==> src/rtl/inta_sequencer.sv <==
// inta_sequencer: turns a PIC INT request into the two-pulse NINTA acknowledge
// and hands the vector captured on the second pulse to the CPU via valid/ready.
module inta_sequencer #(
   parameter int PULSE_W = 2,
   parameter int GAP_W   = 2
) (
   input  logic       clk,
   input  logic       reset,
   input  logic       int_req,
   input  logic       if_en,
   input  logic [7:0] d_in,
   output logic       ninta,
   output logic [7:0] vec,
   output logic       vec_valid,
   input  logic       vec_ready,
   output logic       busy
);
   typedef enum logic [2:0] {IDLE, ARM, P1, GAP, P2, HOLD, COOL} state_t;
   localparam logic [3:0] PL = 4'(PULSE_W - 1);
   localparam logic [3:0] GL = 4'(GAP_W - 1);
   state_t state, state_n;
   logic s1, int_s, ninta_n, vv_n;
   logic [3:0] cnt, cnt_n;
   logic [7:0] vec_n;
   always_ff @(posedge clk or posedge reset) begin
      if (reset) begin
         s1        <= 1'b0;
         int_s     <= 1'b0;
         state     <= IDLE;
         cnt       <= 4'd0;
         ninta     <= 1'b1;
         vec       <= 8'h00;
         vec_valid <= 1'b0;
      end else begin
         s1        <= int_req;
         int_s     <= s1;
         state     <= state_n;
         cnt       <= cnt_n;
         ninta     <= ninta_n;
         vec       <= vec_n;
         vec_valid <= vv_n;
      end
   end
   always_comb begin
      state_n = state;
      unique case (state)
         IDLE:    if (int_s && if_en) state_n = ARM;
         ARM:     state_n = (int_s && if_en) ? P1 : IDLE;
         P1:      if (cnt == 4'd0) state_n = GAP;
         GAP:     if (cnt == 4'd0) state_n = P2;
         P2:      if (cnt == 4'd0) state_n = HOLD;
         HOLD:    if (vec_ready) state_n = COOL;
         COOL:    if (cnt == 4'd0) state_n = IDLE;
         default: state_n = IDLE;
      endcase
   end
   // ninta_n is the next value of the ninta flop, so the pin never sees a comb glitch
   always_comb begin
      cnt_n   = (cnt != 4'd0) ? cnt - 4'd1 : cnt;
      ninta_n = 1'b1;
      vec_n   = vec;
      vv_n    = vec_valid;
      unique case (state)
         ARM: begin
            ninta_n = !(int_s && if_en);
            if (int_s && if_en) cnt_n = PL;
         end
         P1: begin
            ninta_n = (cnt == 4'd0);
            if (cnt == 4'd0) cnt_n = GL;
         end
         GAP: begin
            ninta_n = (cnt != 4'd0);
            if (cnt == 4'd0) cnt_n = PL;
         end
         P2: begin
            ninta_n = (cnt == 4'd0);
            if (cnt == 4'd0) begin
               vec_n = d_in;
               vv_n  = 1'b1;
            end
         end
         HOLD: begin
            if (vec_ready) begin
               vv_n  = 1'b0;
               cnt_n = 4'd1;
            end
         end
         default: ;
      endcase
   end
   assign busy = (state != IDLE);
endmodule

==> config.mk <==
export PLATFORM = sky130hd
export DESIGN_NAME = inta_sequencer
export DESIGN_NICKNAME = d
export VERILOG_FILES = /design/src/rtl/inta_sequencer.sv
export SDC_FILE = /design/constraint.sdc
export NUM_CORES = 1
export LEC_CHECK = 0
export BUFFER_PORTS_ARGS = -buffer_cell sky130_fd_sc_hd__buf_4
export CAP_MARGIN = 20
export CORE_AREA = 2 2 58 43
export DETAILED_ROUTE_END_ITERATION = 10
export DIE_AREA = 0 0 60 45
export PLACE_DENSITY = 0.82
export REMOVE_ABC_BUFFERS = 1
export SETUP_SLACK_MARGIN = 0.3
export SLEW_MARGIN = 20
export SYNTH_ARGS = -nofsm -noshare
export SYNTH_HDL_FRONTEND = slang
export SYNTH_SLANG_ARGS = --single-unit
export TNS_END_PERCENT = 5
==> constraint.sdc <==
create_clock -name clk -period 1.8 [get_ports clk]
set_input_delay 0.36 -clock clk [delete_from_list [all_inputs] [get_ports clk]]
set_output_delay 0.36 -clock clk [all_outputs]
set_load 0.03 [all_outputs]
==> reports/qor.tcl <==
set qor(critical_path_class) {reg -> reg}
set qor(detail_route.iter0.violations) 13
set qor(drt-wirelength-per-cell_um) 13.1
set qor(hpwlAfterDp_mm) 1.41
set qor(syn_area_um2) 921
set qor(global_route.usage.total) 0.167
set qor(synth-warning-count) 0
set qor(synth_cell_types) 26
set qor(flow.area_growth_from_synthesis_pct) 36.7
set qor(ys_seq_area_frac) 0.518
set qor(clkSlewWorstSetupHoldPaths_ns) 0.11
set qor(final-setup-viol-count) 0
set qor(finalCritPeriodShare) 0.909
set qor(cts_hold_buf) 0
set qor(top_level_ports) 24
set qor(clk_root_buffer_cell) {clkbuf_4}
set qor(post-synth-top-count-cell) {dfrtp_1}
set qor(die_area_mm2) 0.00270
set qor(row_count) 14
set qor(postSynthCellCount) 82
set qor(vias) 737
set qor(grt.overflow.total) 0
set qor(final.setup.worst_slack_ns) 0.165
set qor(rsz0062_at_grt) {yes}
set qor(cts_sinks) 19
set qor(p_clk_frac) 0.105
set qor(kind_of_end_point_of_the_critical_path) {flop}
set qor(synth.ff_latch_count) 19
set qor(port_buffer_count) 23
set qor(critical_path.slowest_cell) {dfrtp_1}
set qor(hold_violations) 0
set qor(worstMarginPinSlew_ns) 0.698
set qor(synth_largest_type_area_fraction) 0.489
set qor(switching_share) 0.403
set qor(rr_worst_depth) 8
set qor(layoutNonFillerInstCount) 148
set qor(drt_first_pass_iters) 4
set qor(remaining_drc_errors) 0
set qor(wirelength_mm) 1.94
set qor(timing.fmax_mhz) 611
set qor(p_per_area_mw_per_mm2) 1630
set qor(synth_largest_area_cell) {dfrtp_1}
set qor(relative_contribution_of_sequential_cells_to_total_power) 0.337
set qor(antenna_cells) 0
set qor(synth_edf_count) 0
set qor(post-place-cells) 137
set qor(worst_reg2reg_setup_slack_ns) 0.16
set qor(clk-insertion-delay-late_ns) 0.30
set qor(finalClockSkew_ns) 0.00629
set qor(leakagePower_nw) 0.554
set qor(gpl.final_weighted_congestion) 0.837
set qor(final_core_util) 0.594
set qor(maximum_number_of_pins_on_one_net_before_global_route_repair) 20
set qor(postSynthAreaPerCell_um2) 11.2
set qor(drt.antenna.violating_nets) 0
set qor(final_layout_size_suffix_gt1_frac) 0.509
set qor(r2r_start) {cnt[0]$_DFF_PP0_}
set qor(power.switching_uw) 826
set qor(critPathCapture) {cnt[0]$_DFF_PP0_}
set qor(outcome) {completed}
set qor(cp_slowest_stage_delay_ns) 0.40
set qor(critical_path.startpoint) {cnt[0]$_DFF_PP0_}
set qor(max_slew_margin) 0.534
set qor(path_max_fanout) 3
set qor(final.min_clock_period_ns) 1.64
set qor(critPathArrivalTime_ns) 1.81
set qor(min_path_type) {in -> async}
set qor(synth_top_cells_by_count) {18 x dfrtp_1, 8 x a21oi_1, 8 x mux2_2, 8 x nand2b_1}
set qor(floorplan.initialDensity) 0.434
set qor(setup.worst_path.start_class) {flop}
set qor(detailedPlace.worstSlack_ns) -0.0378
set qor(crit_chain) {inv_2, ha_4, nor3b_4, inv_2, ha_4, a21o_1, a21oi_2, o221ai_1}
set qor(netlist_top_cells_area) {dfrtp_1 49%, mux2_2 9.8%, nand2b_1 5.4%, a21oi_1 4.3%, dfstp_2 2.9%}
set qor(tritoncts_clock_tree) {yes}
set qor(irDropWorstVdd_mv) 0.765
set qor(floorplan.core_area_mm2) 0.00212
set qor(internal_power_mw) 1.23
set qor(dieHeight_um) 45
set qor(synthFlopType) {dfrtp_1}
set qor(die_x_um) 60
set qor(cts_buffer_depth) 2
set qor(cts_inserted_buffers) 3
set qor(worstReg2RegEnd) {cnt[0]$_DFF_PP0_}
set qor(drv_slew) 0
set qor(postSynth.asyncResetShare) 1.00
set qor(worst_ep_required_time_ns) 1.97
set qor(cap_violations) 0
set qor(comb_power_share) 0.558
set qor(global_route_wire_length_before_repair_mm) 3.29
set qor(routed_via_density) 4.98
set qor(nets) 132
set qor(first_global_vias) 748
set qor(antenna_found_initial) 0
set qor(cts_max_level) 1
state kept, by name, indices dropped and copies added, names as in the netlist:
signal and cells:
vec 8, cnt 4, state 3, int_s 1, ninta 1, s1 1
vec_valid 1
final cells by class:
cell class,instances,area (µm²)
sequential,19,480
tap,32,40.0
multi-input combinational,56,448
timing repair buffer,32,244
fill,186,861
inverter,5,18.8
clock buffer,3,22.5
clock inverter,1,5.00
power by group through the flow:
stage | logic (mW) | registers (mW) | clock network (mW)
floorplan | 0.485 | 0.853 | 0
global route | 1.25 | 0.708 | 0.234
finish | 1.15 | 0.692 | 0.215
global placement | 0.855 | 0.733 | 0
detailed placement | 0.893 | 0.748 | 0
CTS | 1.12 | 0.684 | 0.220
critical path: cells and delay by family, from the launching register on:
kind / cells / cell delay [ns]
simple gates: 1 / 0.21
compound gates: 3 / 0.39
fa+ha+maj: 2 / 0.35
flops: 1 / 0.40
buf+inv: 2 / 0.16
worst min-delay path by stage:
stage / start / endpoint / slack [ns]
finish: reset / vec[3]$_DFFE_PP0P_ / 0.16
global route: int_req / s1$_DFF_PP0_ / 0.15
CTS: int_req / s1$_DFF_PP0_ / 0.15
detailed placement: s1$_DFF_PP0_ / int_s$_DFF_PP0_ / 0.35
global placement: s1$_DFF_PP0_ / int_s$_DFF_PP0_ / 0.34
floorplan: reset / cnt[0]$_DFF_PP0_ / 0.31
routing by layer:
layer	track usage	part of all wire
met4	0.0267	0
met3	0.0516	0.062
met1	0.216	0.43
met5	0	0
met2	0.285	0.50
cell usage in the layout (no fill, tap or decap), types with 2 or more instances in the layout:
cell / count
dfrtp_1: 15
inv_1: 2
o21ai_0: 3
nor3_1: 3
mux2_2: 8
ha_4: 2
a21oi_1: 7
nor2_1: 5
inv_2: 3
nand2b_1: 8
nand2_1: 3
clkbuf_4: 3
nand3b_1: 3
buf_4: 31
dfrtp_2: 3
metrics by stage:
| step | setup TNS, ns | cell area, µm² | hold WS [ns] | power (mW) |
|---|---|---|---|---|
| floorplan | -0.106 | 910 | 0.310 | 1.34 |
| global placement | 0 | 1140 | 0.344 | 1.59 |
| detailed placement | -0.0378 | 1140 | 0.348 | 1.64 |
| CTS | 0 | 1250 | 0.154 | 2.03 |
| global route | 0 | 1260 | 0.148 | 2.19 |
| finish | 0 | 1260 | 0.160 | 2.05 |
cells by family after synthesis:
logic type / synth area share
AO/OA/AOI/OAI: 0.101
adder cells (fa/ha/maj): 0.0272
buffers and inverters: 0.0326
flip-flops: 0.518
multiplexers: 0.109
AND/OR/NAND/NOR: 0.213
what timing repair did:
item | CTS | global route
pin swaps | 2 | 1
setup buffers | 7 | 0
gates resized for setup | 9 | 3
setup endpoints to repair | 13 | 14
gates cloned | 0 | 0
Power figures use the tool's default switching activity.
